===== config.mk =====
export PLATFORM = sky130hd
export DESIGN_NAME = column_subband_splitter
export DESIGN_NICKNAME = d
export VERILOG_FILES = /design/src/rtl/column_subband_splitter.sv
export SDC_FILE = /design/constraint.sdc
export NUM_CORES = 1
export LEC_CHECK = 0
export CAP_MARGIN = 10
export CORE_MARGIN = 2
export CORE_UTILIZATION = 33
export CTS_CLUSTER_SIZE = 20
export DETAILED_ROUTE_END_ITERATION = 6
export RECOVER_POWER = 100
export SYNTH_ARGS = -nofsm -noshare
export SYNTH_HDL_FRONTEND = slang
export SYNTH_SLANG_ARGS = --single-unit
export TNS_END_PERCENT = 1

===== constraint.sdc =====
create_clock -name clk_i -period 10.6 [get_ports clk_i]
set_clock_uncertainty 0.15 [all_clocks]
set_input_delay 1.06 -clock clk_i [delete_from_list [all_inputs] [get_ports clk_i]]
set_output_delay 1.06 -clock clk_i [all_outputs]
set_load 0.005 [all_outputs]

===== src/rtl/column_subband_splitter.sv =====
`default_nettype none
// ============================================================================
//  Module   : column_subband_splitter
//  Purpose  : Splits the {vertical high, vertical low} coefficient-pair stream
//             from the column 9/7 DWT stage into the four 2-D subbands
//             LL, HL, LH and HH, using horizontal column parity.
//             The even-column beat of each column pair is parked in an
//             internal pair register. All four subband registers are loaded
//             together when the matching odd-column beat arrives, so LL/LH
//             can carry the end-of-line flag of that odd beat.
//  Ports    : clk_i, rst_i          clock, synchronous active-high reset
//             s_valid_i/s_ready_o   input handshake
//             s_sof_i, s_eol_i      first beat of frame, last beat of line
//             s_data_i              {vertical high, vertical low}
//             m_xx_valid_o/ready_i  per-subband output handshake (xx = ll,
//             m_xx_sof_o/eol_o      hl, lh, hh), each with its own one-deep
//             m_xx_data_o           output register
//             err_o                 sticky protocol error
//  Revision : 1.0  initial release
// ============================================================================
module column_subband_splitter #(
   parameter int DataWidth       = 16,
   parameter int MaximumSideSize = 512
) (
   input  logic                   clk_i,
   input  logic                   rst_i,
   output logic                   s_ready_o,
   input  logic                   s_valid_i,
   input  logic                   s_sof_i,
   input  logic                   s_eol_i,
   input  logic [2*DataWidth-1:0] s_data_i,
   input  logic                   m_ll_ready_i,
   output logic                   m_ll_valid_o,
   output logic                   m_ll_sof_o,
   output logic                   m_ll_eol_o,
   output logic [DataWidth-1:0]   m_ll_data_o,
   input  logic                   m_hl_ready_i,
   output logic                   m_hl_valid_o,
   output logic                   m_hl_sof_o,
   output logic                   m_hl_eol_o,
   output logic [DataWidth-1:0]   m_hl_data_o,
   input  logic                   m_lh_ready_i,
   output logic                   m_lh_valid_o,
   output logic                   m_lh_sof_o,
   output logic                   m_lh_eol_o,
   output logic [DataWidth-1:0]   m_lh_data_o,
   input  logic                   m_hh_ready_i,
   output logic                   m_hh_valid_o,
   output logic                   m_hh_sof_o,
   output logic                   m_hh_eol_o,
   output logic [DataWidth-1:0]   m_hh_data_o,
   output logic                   err_o
);

   localparam int                 c_col_w    = $clog2(MaximumSideSize);
   localparam logic [c_col_w-1:0] c_col_last = c_col_w'(MaximumSideSize - 1);
   localparam logic [c_col_w-1:0] c_col_one  = c_col_w'(1);

   // Subband register index: 0 = LL, 1 = HL, 2 = LH, 3 = HH
   logic [3:0]           r_valid;
   logic [3:0]           r_sof;
   logic [3:0]           r_eol;
   logic [DataWidth-1:0] r_data [4];

   // Parked even-column beat and frame bookkeeping
   logic [DataWidth-1:0] r_hold_hi;
   logic [DataWidth-1:0] r_hold_lo;
   logic                 r_hold_sof;
   logic                 r_pend_sof;
   logic [c_col_w-1:0]   r_col;
   logic                 r_err;

   logic [3:0]           w_ready;
   logic [3:0]           w_free;
   logic                 w_even;
   logic                 w_accept;
   logic                 w_even_eol;
   logic                 w_odd_acc;
   logic                 w_hold_wr;
   logic [3:0]           w_load;
   logic [3:0]           w_ld_sof;
   logic [3:0]           w_ld_eol;
   logic [DataWidth-1:0] w_ld_data [4];
   logic [DataWidth-1:0] w_hi;
   logic [DataWidth-1:0] w_lo;
   logic                 w_err_set;

   assign w_hi    = s_data_i[2*DataWidth-1:DataWidth];
   assign w_lo    = s_data_i[DataWidth-1:0];
   assign w_ready = {m_hh_ready_i, m_lh_ready_i, m_hl_ready_i, m_ll_ready_i};
   assign w_free  = ~r_valid | w_ready;

   // A start-of-frame beat always opens a new column pair, even when it
   // arrives on an odd column; the stale parked beat is then overwritten.
   assign w_even  = s_sof_i | ~r_col[0];

   // Even beats only reach LL/LH directly on an odd-width line, but the
   // LL/LH free condition is required regardless so that case never stalls
   // mid-beat.
   assign s_ready_o = w_even ? (w_free[0] & w_free[2]) : (&w_free);
   assign w_accept  = s_valid_i & s_ready_o;

   assign w_even_eol = w_accept &  w_even & s_eol_i;
   assign w_odd_acc  = w_accept & ~w_even;
   assign w_hold_wr  = w_accept &  w_even & ~s_eol_i;
   assign w_load     = {w_odd_acc, w_odd_acc | w_even_eol,
                        w_odd_acc, w_odd_acc | w_even_eol};

   always_comb begin
      w_ld_data[0] = w_even ? w_lo : r_hold_lo;
      w_ld_data[1] = w_lo;
      w_ld_data[2] = w_even ? w_hi : r_hold_hi;
      w_ld_data[3] = w_hi;
      w_ld_sof     = '0;
      w_ld_sof[0]  = w_even ? s_sof_i : r_hold_sof;
      w_ld_sof[2]  = w_ld_sof[0];
      w_ld_sof[1]  = r_pend_sof;
      w_ld_sof[3]  = r_pend_sof;
      w_ld_eol     = {4{s_eol_i}};
   end

   assign w_err_set = w_accept & ((s_sof_i & r_col[0]) |
                                  (w_even & s_eol_i)   |
                                  (~s_eol_i & ~s_sof_i & (r_col == c_col_last)));

   always_ff @(posedge clk_i) begin
      if (rst_i) begin
         r_valid    <= '0;
         r_sof      <= '0;
         r_eol      <= '0;
         r_hold_sof <= 1'b0;
         r_pend_sof <= 1'b0;
         r_col      <= '0;
         r_err      <= 1'b0;
      end else begin
         for (int i = 0; i < 4; i++) begin
            if (w_load[i]) begin
               r_valid[i] <= 1'b1;
               r_sof[i]   <= w_ld_sof[i];
               r_eol[i]   <= w_ld_eol[i];
            end else if (w_ready[i]) begin
               r_valid[i] <= 1'b0;
            end
         end

         if (w_hold_wr) begin
            r_hold_sof <= s_sof_i;
         end

         // The pending flag carries frame start from the even beat to the
         // HL/HH registers of the next odd beat.
         if (w_accept) begin
            if (w_even) begin
               if (s_sof_i) begin
                  r_pend_sof <= 1'b1;
               end
            end else begin
               r_pend_sof <= 1'b0;
            end
         end

         if (w_accept) begin
            if (s_eol_i) begin
               r_col <= '0;
            end else if (s_sof_i) begin
               r_col <= c_col_one;
            end else if (r_col == c_col_last) begin
               r_col <= '0;
            end else begin
               r_col <= r_col + c_col_one;
            end
         end

         if (w_err_set) begin
            r_err <= 1'b1;
         end
      end
   end

   // Data paths carry no reset.
   always_ff @(posedge clk_i) begin
      for (int i = 0; i < 4; i++) begin
         if (w_load[i]) begin
            r_data[i] <= w_ld_data[i];
         end
      end
      if (w_hold_wr) begin
         r_hold_hi <= w_hi;
         r_hold_lo <= w_lo;
      end
   end

   assign m_ll_valid_o = r_valid[0];
   assign m_ll_sof_o   = r_sof[0];
   assign m_ll_eol_o   = r_eol[0];
   assign m_ll_data_o  = r_data[0];
   assign m_hl_valid_o = r_valid[1];
   assign m_hl_sof_o   = r_sof[1];
   assign m_hl_eol_o   = r_eol[1];
   assign m_hl_data_o  = r_data[1];
   assign m_lh_valid_o = r_valid[2];
   assign m_lh_sof_o   = r_sof[2];
   assign m_lh_eol_o   = r_eol[2];
   assign m_lh_data_o  = r_data[2];
   assign m_hh_valid_o = r_valid[3];
   assign m_hh_sof_o   = r_sof[3];
   assign m_hh_eol_o   = r_eol[3];
   assign m_hh_data_o  = r_data[3];
   assign err_o        = r_err;

endmodule
`default_nettype wire


==> results.yml, run 1 <==
worst_setup_path:
  cp.buffers_inverters: 3
  cp_data_required_time_ns: 10.43
  cpPeakStageDelay_ns: 2.47
  cp-start-kind: "input port"
  timing.rr.start: "r_col[0]"
  path_class: "input port to flip-flop"
  cp.arrival_ns: 6.23
  cp_max_fo: 37
  cpMaxStageDelayCell: "nor2b_1"
  critPathLaunch: "s_sof_i"
  path_cells: "dlygate4sd3_1, nor2b_1, and3_1, nand2_1, inv_1, clkbuf_1"
  cp-end-kind: "flip-flop"
  path_delay_family: "simple AND/OR/NAND/NOR gates"
sta:
  tns_ns: 0
  rsz0062_at_grt: "false"
  tightest_slew_ns: 3.32
  final-hold-violation-count: 0
  fin_crit_sh_pct: 60.4
  setup_viol: 0
  fin_ws_ns: 4.20
  fin_crit_ns: 6.40
  max_slew_margin_pct: -122
  slew_viol_final: 157
  fmax_mhz: 156
floorplan:
  io_pins: 119
  die_area_um2: 13900
  die_y_um: 118
  fp.coreArea_um2: 12600
  fp.dieW_um: 118
  fp-row-count: 41
  start_util_pct: 33.9
power_and_ir_drop:
  power_uw: 1050
  p_comb_share_pct: 6.4
  power.switching_uw: 214
  pwr-share-seq_pct: 49.6
  power.density_nw_per_um2: 173
  cellLeakagePower_uw: 0.00208
  p_int_uw: 838
  ir_drop_uv: 109
  p_clk_share_pct: 44.1
  switching_share_pct: 20.3
detailed_routing:
  post_drt_wl_per_cell_um: 15.9
  routed_via_density: 4.70
  ant_nets: 0
  drtIter0Drc: 136
  wl_mm: 8.93
  first_pass_iters: 5
  drcViolationCount: 0
  num_vias: 2644
logic_synthesis:
  ys_warn_count: 0
  yosysTopAreaCell: "edfxtp_1"
  synth-edff-count: 96
  yosysMostFrequentCell: "edfxtp_1"
  synthTopCellsByArea: "edfxtp_1, dfxtp_1, mux2_2"
  ys_seq_area_share_pct: 76.7
  yosys_most_used_dff: "edfxtp_1"
  syn-instance-count: 253
  synth.avg_cell_area_um2: 16.9
  synth_top_family_by_area: "multiplexers"
  ys_types: 31
  synthXorXnorAreaFrac_pct: 0
  syn_nets: 296
  async_flop_share_pct: 0
  ys_ff_latch: 116
  synth-compound-area-share_pct: 6.00
  synth_mux_area_share_pct: 8.42
  synth.cells.most_frequent: "edfxtp_1, mux2_2, dfxtp_1"
  synth_top_area_share_pct: 67.4
  synthSimpleGateAreaFrac_pct: 5.62
  synth_adder_area_share_pct: 0.585
  syn_area_um2: 4280
placement:
  portBuffers: 118
  dp.final_hpwl_mm: 5.92
  dp_cells: 532
  pre_cts_slack_ns: 6.52
  place.gp.congestion: 0.733
  postPlaceCellArea_um2: 5620
clocking:
  cts-buffers-inserted: 17
  cts_sinks: 116
  hold_buffers: 0
  clk_latency_ns: 0.40
  cts_htree_levels: 4
  cts_tree: "done"
  post_cts_buffers: 0
  clockRootBuffer: "clkbuf_16"
  clk_pin_slew_worst_paths_ns: 0.05
  post_cts_resized: 0
  clockBufferDepth: 2
worst_hold_path:
  min-delay-start: "r_sof[0]"
  hold_path.class: "flip-flop to flip-flop"
grt:
  grt-ovfl-total: 0
  grt_pass1_wl_mm: 14.6
  grt_pass1_vias: 2676
  grt_max_degree: 38
  grt_antenna_before_repair: 0
  grt_use_total_pct: 13.6
cells_and_area:
  nets: 422
  fin_cells: 562
  syn_to_final_growth_pct: 41.8
  n_antenna_cell: 0
  design_area_um2: 6060
  drive_above_1_share_pct: 13.6
run_status:
  status: "finished, violations left"
  violations: "max-capacitance violations, max-slew violations"
job:
  drv_cap: 5
==> cell usage in the layout (no fill, tap or decap), types with 2 or more instances in the layout <==
master	synthesis	final
nor2_1	5	5
o31ai_1	7	7
mux2_2	32	31
nand4_1	3	3
or4_1	5	5
dlygate4sd3_1	0	113
clkinv_2	0	4
dfxtp_1	20	20
nor2b_1	2	3
a21oi_1	18	18
and4_1	2	2
inv_1	7	7
clkbuf_1	4	5
and3_1	3	3
or3_1	2	2
edfxtp_1	96	96
nand2b_1	4	4
o21ai_0	9	9
clkbuf_16	0	17
ha_1	2	2
clkinv_1	0	7
clkdlybuf4s50_1	0	5
nand2_1	4	4
nand3_1	8	8
==> kinds of logic (layout without fill, tap and decap cells) <==
kind of cell,after synthesis,after routing
muxes,32,32
and+or+nand+nor,41,41
buffers and inverters,21,158
adders and majority gates,2,2
DFF,116,116
AOI/OAI and AO/OA,41,41
==> worst paths after layout <==
path / end / slack [ns] / cells after the start
setup / recovery: r_data[1][0] / 4.20 / 6
hold / removal: r_sof[0] / 0.32 / 2
setup reg to reg: r_data[1][0] / 4.95 / 5
hold reg to reg: r_sof[0] / 0.32 / 2
==> area by class of cell <==
class	instances	area [um^2]
clock buffers	19	433
clock inverters	11	46.3
fillers	1123	6560
inverters	7	26.3
multi-input cells	116	868
flip-flops and latches	116	3280
well taps	172	215
repair buffers	121	1190
==> per-layer routing <==
layer / track usage [%] / vias up / share of wire (%)
met5: 0 / - / 0
met4: 4.29 / 0 / 1.3
met3: 5.72 / 13 / 6.9
met2: 21.2 / 105 / 46
met1: 17.2 / 1292 / 45
li1: - / 1234 / -
==> power by group through the flow <==
stage                     logic [uW]  registers (uW)  clock network, uW
after floorplan                 26.9             530                  0
after global placement          73.8             529                  0
after detailed placement        74.9             530                  0
after CTS                       75.5             521                474
after global routing            73.6             522                497
final                           67.0             521                463
==> registers in the layout (all words and copies together), names as in the netlist <==
| signal | flops |
|---|---|
| r_sof | 2 |
| err_o | 1 |
| r_data | 64 |
| r_hold_hi | 16 |
| r_pend_sof | 1 |
| r_col | 9 |
| r_valid | 4 |
| r_hold_sof | 1 |
| r_eol | 2 |
| r_hold_lo | 16 |
==> through the flow <==
step | hold slack, ns | utilization (%)
6_report | 0.316 | 48.1
5_1_grt | 0.336 | 48.1
4_1_cts | 0.326 | 48.3
3_5_place_dp | 0.319 | 44.5
3_3_place_gp | 0.312 | 44.5
2_1_floorplan | 0.292 | -
==> worst register-to-register path, delay by kind of cell (launching register included) <==
family	cells	cell delay, ns
buffers and inverters	2	1.39
flip-flops	1	0.52
AND/OR/NAND/NOR	3	3.13
Power figures use the tool's default switching activity.
==> run 2, diff against run 1 <==
==> constraint.sdc (replaced) <==
create_clock -name clk_i -period 6.22 [get_ports clk_i]
set_clock_uncertainty 0.15 [all_clocks]
set_input_delay 0.622 -clock clk_i [delete_from_list [all_inputs] [get_ports clk_i]]
set_output_delay 0.622 -clock clk_i [all_outputs]
set_load 0.005 [all_outputs]
==> results.yml, run 2 (synthesis gave the netlist of run 1 again) <==
sta:
  fin_crit_ns: 4.23
  max_slew_margin_pct: -22.7
  fmax_mhz: 237
  tightest_slew_ns: 1.84
  slew_viol_final: 119
  final-hold-violation-count: 0
  tns_ns: 0
  rsz0062_at_grt: "false"
  fin_crit_sh_pct: 68.0
  whs_ns: 0.326
  setup_viol: 0
worst_setup_path:
  cp.buffers_inverters: 3
  cp-end-kind: "flip-flop"
  cp_data_required_time_ns: 6.06
  cpPeakStageDelay_ns: 1.30
  cp-start-kind: "input port"
  path_delay_family: "buffers and inverters"
  path_class: "input port to flip-flop"
  path_cells: "dlygate4sd3_1, nor2b_4, and3_1, nand2_1, inv_1, clkbuf_1"
  cp.arrival_ns: 4.07
  reg2reg_slack_ns: 2.31
  cp_max_fo: 37
  cpMaxStageDelayCell: "clkbuf_1"
detailed_routing:
  num_vias: 2609
  drcViolationCount: 0
  first_pass_iters: 4
  ant_nets: 0
  routed_via_density: 4.63
  drtIter0Drc: 205
  post_drt_wl_per_cell_um: 15.8
  wl_mm: 8.94
clocking:
  post_cts_buffers: 0
  cts_htree_levels: 4
  clockBufferDepth: 2
  post_cts_resized: 0
  hold_buffers: 0
  cts_sinks: 116
  clk_latency_ns: 0.41
  cts_tree: "done"
  clockRootBuffer: "clkbuf_16"
  clk_pin_slew_worst_paths_ns: 0.05
  cts-buffers-inserted: 17
cells_and_area:
  regMostFlops: "r_data"
  largest_reg_flops: 64
  nets: 422
  final_cell_mix: "dlygate4sd3_1, edfxtp_1, mux2_2"
  design_area_um2: 6090
  n_antenna_cell: 0
  drive_above_1_share_pct: 14.8
  syn_to_final_growth_pct: 42.4
  final_common_cell: "dlygate4sd3_1"
  largest_registers: "r_data x64, r_hold_hi x16, r_hold_lo x16"
floorplan:
  fp-row-count: 41
  fp.dieW_um: 118
  io_pins: 119
  fp.coreArea_um2: 12600
  die_area_um2: 13900
  start_util_pct: 33.9
  die_y_um: 118
power_and_ir_drop:
  ir_drop_uv: 184
  cellLeakagePower_uw: 0.00210
  power.density_nw_per_um2: 299
  power_uw: 1820
placement:
  postPlaceCellArea_um2: 5620
  place.gp.congestion: 0.729
  portBuffers: 118
  dp.final_hpwl_mm: 5.84
grt:
  grt_max_degree: 38
  grt_pass1_wl_mm: 14.3
  grt-ovfl-total: 0
  grt_antenna_before_repair: 0
  grt_use_total_pct: 13.4
  grt_pass1_vias: 2629
run_status:
  status: "finished, violations left"
  violations: "max-capacitance violations, max-slew violations"
worst_hold_path:
  hold_path.class: "flip-flop to flip-flop"
job:
  drv_cap: 4
[run 2: changes by cell type in the layout (fill, tap and decap cells not counted), sizes merged]
cell / previous run / this run
clkinv: 11 / 8
clkbuf: 22 / 27
[run 2: area by class of cell]
| cell class | instances | area, um^2 |
|---|---|---|
| sequential | 116 | 3280 |
| inverter | 7 | 26.3 |
| clock inverter | 8 | 37.5 |
| timing repair buffer | 121 | 1190 |
| clock buffer | 24 | 462 |
| multi-input combinational | 116 | 876 |
| tap | 172 | 215 |
| fill | 1113 | 6530 |
[run 2: metal layers]
layer	track usage (%)	wire [um]
met4	5.27	139
met1	16.7	4030
met3	5.09	612
met5	0	0
met2	21.2	4160
[run 2: worst paths after layout]
| path | from | to | depth (start not counted) |
|---|---|---|---|
| hold / removal | r_sof[0] | r_sof[0] | 2 |
| hold reg to reg | r_sof[0] | r_sof[0] | 2 |
| setup reg to reg | r_col[0] | r_data[1][0] | 5 |
| setup / recovery | s_sof_i | r_data[1][0] | 6 |
[run 2: stage by stage]
step	worst slack (ns)	util, %	std cells
finish	1.99	48.3	564
global route	1.56	48.3	564
CTS	3.04	48.5	564
detailed placement	2.61	44.5	532
global placement	2.71	44.5	532
floorplan	2.25	-	253
[run 2: where the power goes]
group | internal [uW] | switching, uW
logic | 59.5 | 54.6
registers | 879 | 8.65
clock network | 510 | 311
[run 2: worst min-delay path, stage by stage (launching register included)]
cell     delay (ns)
dfxtp_1        0.32
inv_1          0.05
a21oi_1        0.05
==> run 3, diff against run 2 <==
==> constraint.sdc (replaced) <==
create_clock -name clk_i -period 3.7 [get_ports clk_i]
set_clock_uncertainty 0.15 [all_clocks]
set_input_delay 0.37 -clock clk_i [delete_from_list [all_inputs] [get_ports clk_i]]
set_output_delay 0.37 -clock clk_i [all_outputs]
set_load 0.005 [all_outputs]
==> results.yml, run 3 (synthesis gave the netlist of run 1 again) <==
placement:
  place.gp.congestion: 0.767
  pre_cts_slack_ns: 1.05
  dp.final_hpwl_mm: 5.48
  portBuffers: 118
sta:
  fmax_mhz: 344
  rsz0062_at_grt: "false"
  setup_viol: 0
  tns_ns: 0
  final-hold-violation-count: 0
  fin_ws_ns: 0.794
  tightest_slew_ns: 0.921
  fin_crit_sh_pct: 78.5
  slew_viol_final: 0
  fin_crit_ns: 2.91
  max_slew_margin_pct: 38.6
detailed_routing:
  drcViolationCount: 0
  top_layer: "met4"
  wl_mm: 8.51
  met3_length_um: 682
  drtIter0Drc: 203
  ant_nets: 0
  num_vias: 2608
  routed_via_density: 4.61
  wl_met1_mm: 3.85
  first_pass_iters: 4
  post_drt_wl_per_cell_um: 15.0
  dr_wl_met2_mm: 3.83
worst_setup_path:
  timing.rr.start: "r_col[0]"
  cp-start-kind: "input port"
  cp.arrival_ns: 2.78
  cp_data_required_time_ns: 3.57
  cp_max_fo: 34
  path_class: "input port to flip-flop"
  critPathLaunch: "s_sof_i"
  cp-end-kind: "flip-flop"
cells_and_area:
  largest_reg_flops: 64
  regMostFlops: "r_data"
  final_cell_mix: "dlygate4sd3_1, edfxtp_1, mux2_2"
  nets: 423
  largest_registers: "r_data x64, r_hold_hi x16, r_hold_lo x16"
  drive_above_1_share_pct: 17.0
  syn_to_final_growth_pct: 45.6
  final_common_cell: "dlygate4sd3_1"
power_and_ir_drop:
  power.density_nw_per_um2: 538
  cellLeakagePower_uw: 0.00215
  ir_drop_uv: 278
grt:
  grt_use_total_pct: 12.8
  grt_pass1_vias: 2547
  grt-ovfl-total: 0
  grt_pass1_wl_mm: 13.7
  grt_antenna_before_repair: 1
  grt_max_degree: 35
floorplan:
  die_area_um2: 13900
  fp-row-count: 41
  fp.coreArea_um2: 12600
  start_util_pct: 33.9
  die_y_um: 118
  io_pins: 119
  fp.dieW_um: 118
worst_hold_path:
  hold_path.class: "flip-flop to flip-flop"
  min-delay-start: "r_sof[0]"
clocking:
  hold_buffers: 0
  post_cts_resized: 0
  cts_htree_levels: 4
  cts_tree: "done"
  clk_latency_ns: 0.40
  post_cts_buffers: 0
  cts_sinks: 116
  clockRootBuffer: "clkbuf_16"
  cts-buffers-inserted: 17
  clk_pin_slew_worst_paths_ns: 0.05
  clockBufferDepth: 2
run_status:
  status: "finished clean"
job:
  drv_cap: 0
## run 3: changes by cell type in the layout (fill, tap and decap cells not counted), moves of 2 or more
cell        change
clkbuf_1        -6
clkbuf_2        +4
clkinv_2        -4
bufinv_16       +3
clkbuf_8        +3
clkinvlp_4      +3
clkinv_1        -2
## run 3: path summary, 6_finish.rpt
check                               endpoint  slack, ns  cells after the start
worst max-delay path            r_hold_hi[4]       0.79                      5
worst min register to register      r_sof[0]       0.31                      2
worst max register to register  r_hold_hi[4]       0.97                      4
worst min-delay path                r_sof[0]       0.31                      2
## run 3: per-stage QoR
step / utilization (%) / power (uW) / hold slack, ns / std cells / cell area [um^2]
after floorplan: - / 1600 / 0.289 / 253 / 4280
after global placement: 44.6 / 1730 / 0.313 / 533 / 5630
after detailed placement: 44.6 / 1730 / 0.307 / 533 / 5630
after CTS: 49.5 / 3400 / 0.322 / 565 / 6240
after global routing: 49.3 / 3460 / 0.356 / 565 / 6230
final: 49.4 / 3350 / 0.314 / 566 / 6230
## run 3: final cells by class
cell class,instances,area (um^2)
fill,1096,6390
sequential,116,3280
timing repair buffer,122,1200
multi-input combinational,116,886
clock buffer,24,492
tap,172,215
clock inverter,8,123
inverter,7,26.3
antenna,1,2.50
## run 3: worst max-delay path, stage by stage
cell,delay [ns]
dlygate4sd3_1,0.71
nor2b_1,0.14
clkbuf_2,0.53
nor3_4,0.31
clkbuf_2,0.69
## run 3: per-layer routing
| layer | vias up | global-route usage (%) |
|---|---|---|
| met2 | 121 | 18.8 |
| met1 | 1224 | 16.3 |
| met5 | - | 0 |
| met4 | 0 | 5.72 |
| li1 | 1246 | - |
| met3 | 17 | 5.91 |
## run 3: power by group
| part | total [uW] | internal [uW] | switching [uW] | leakage (uW) |
|---|---|---|---|---|
| Clock | 1670 | 1130 | 544 | 0.000292 |
| Combinational | 190 | 101 | 89.2 | 0.000810 |
| Sequential | 1490 | 1480 | 14.4 | 0.00105 |
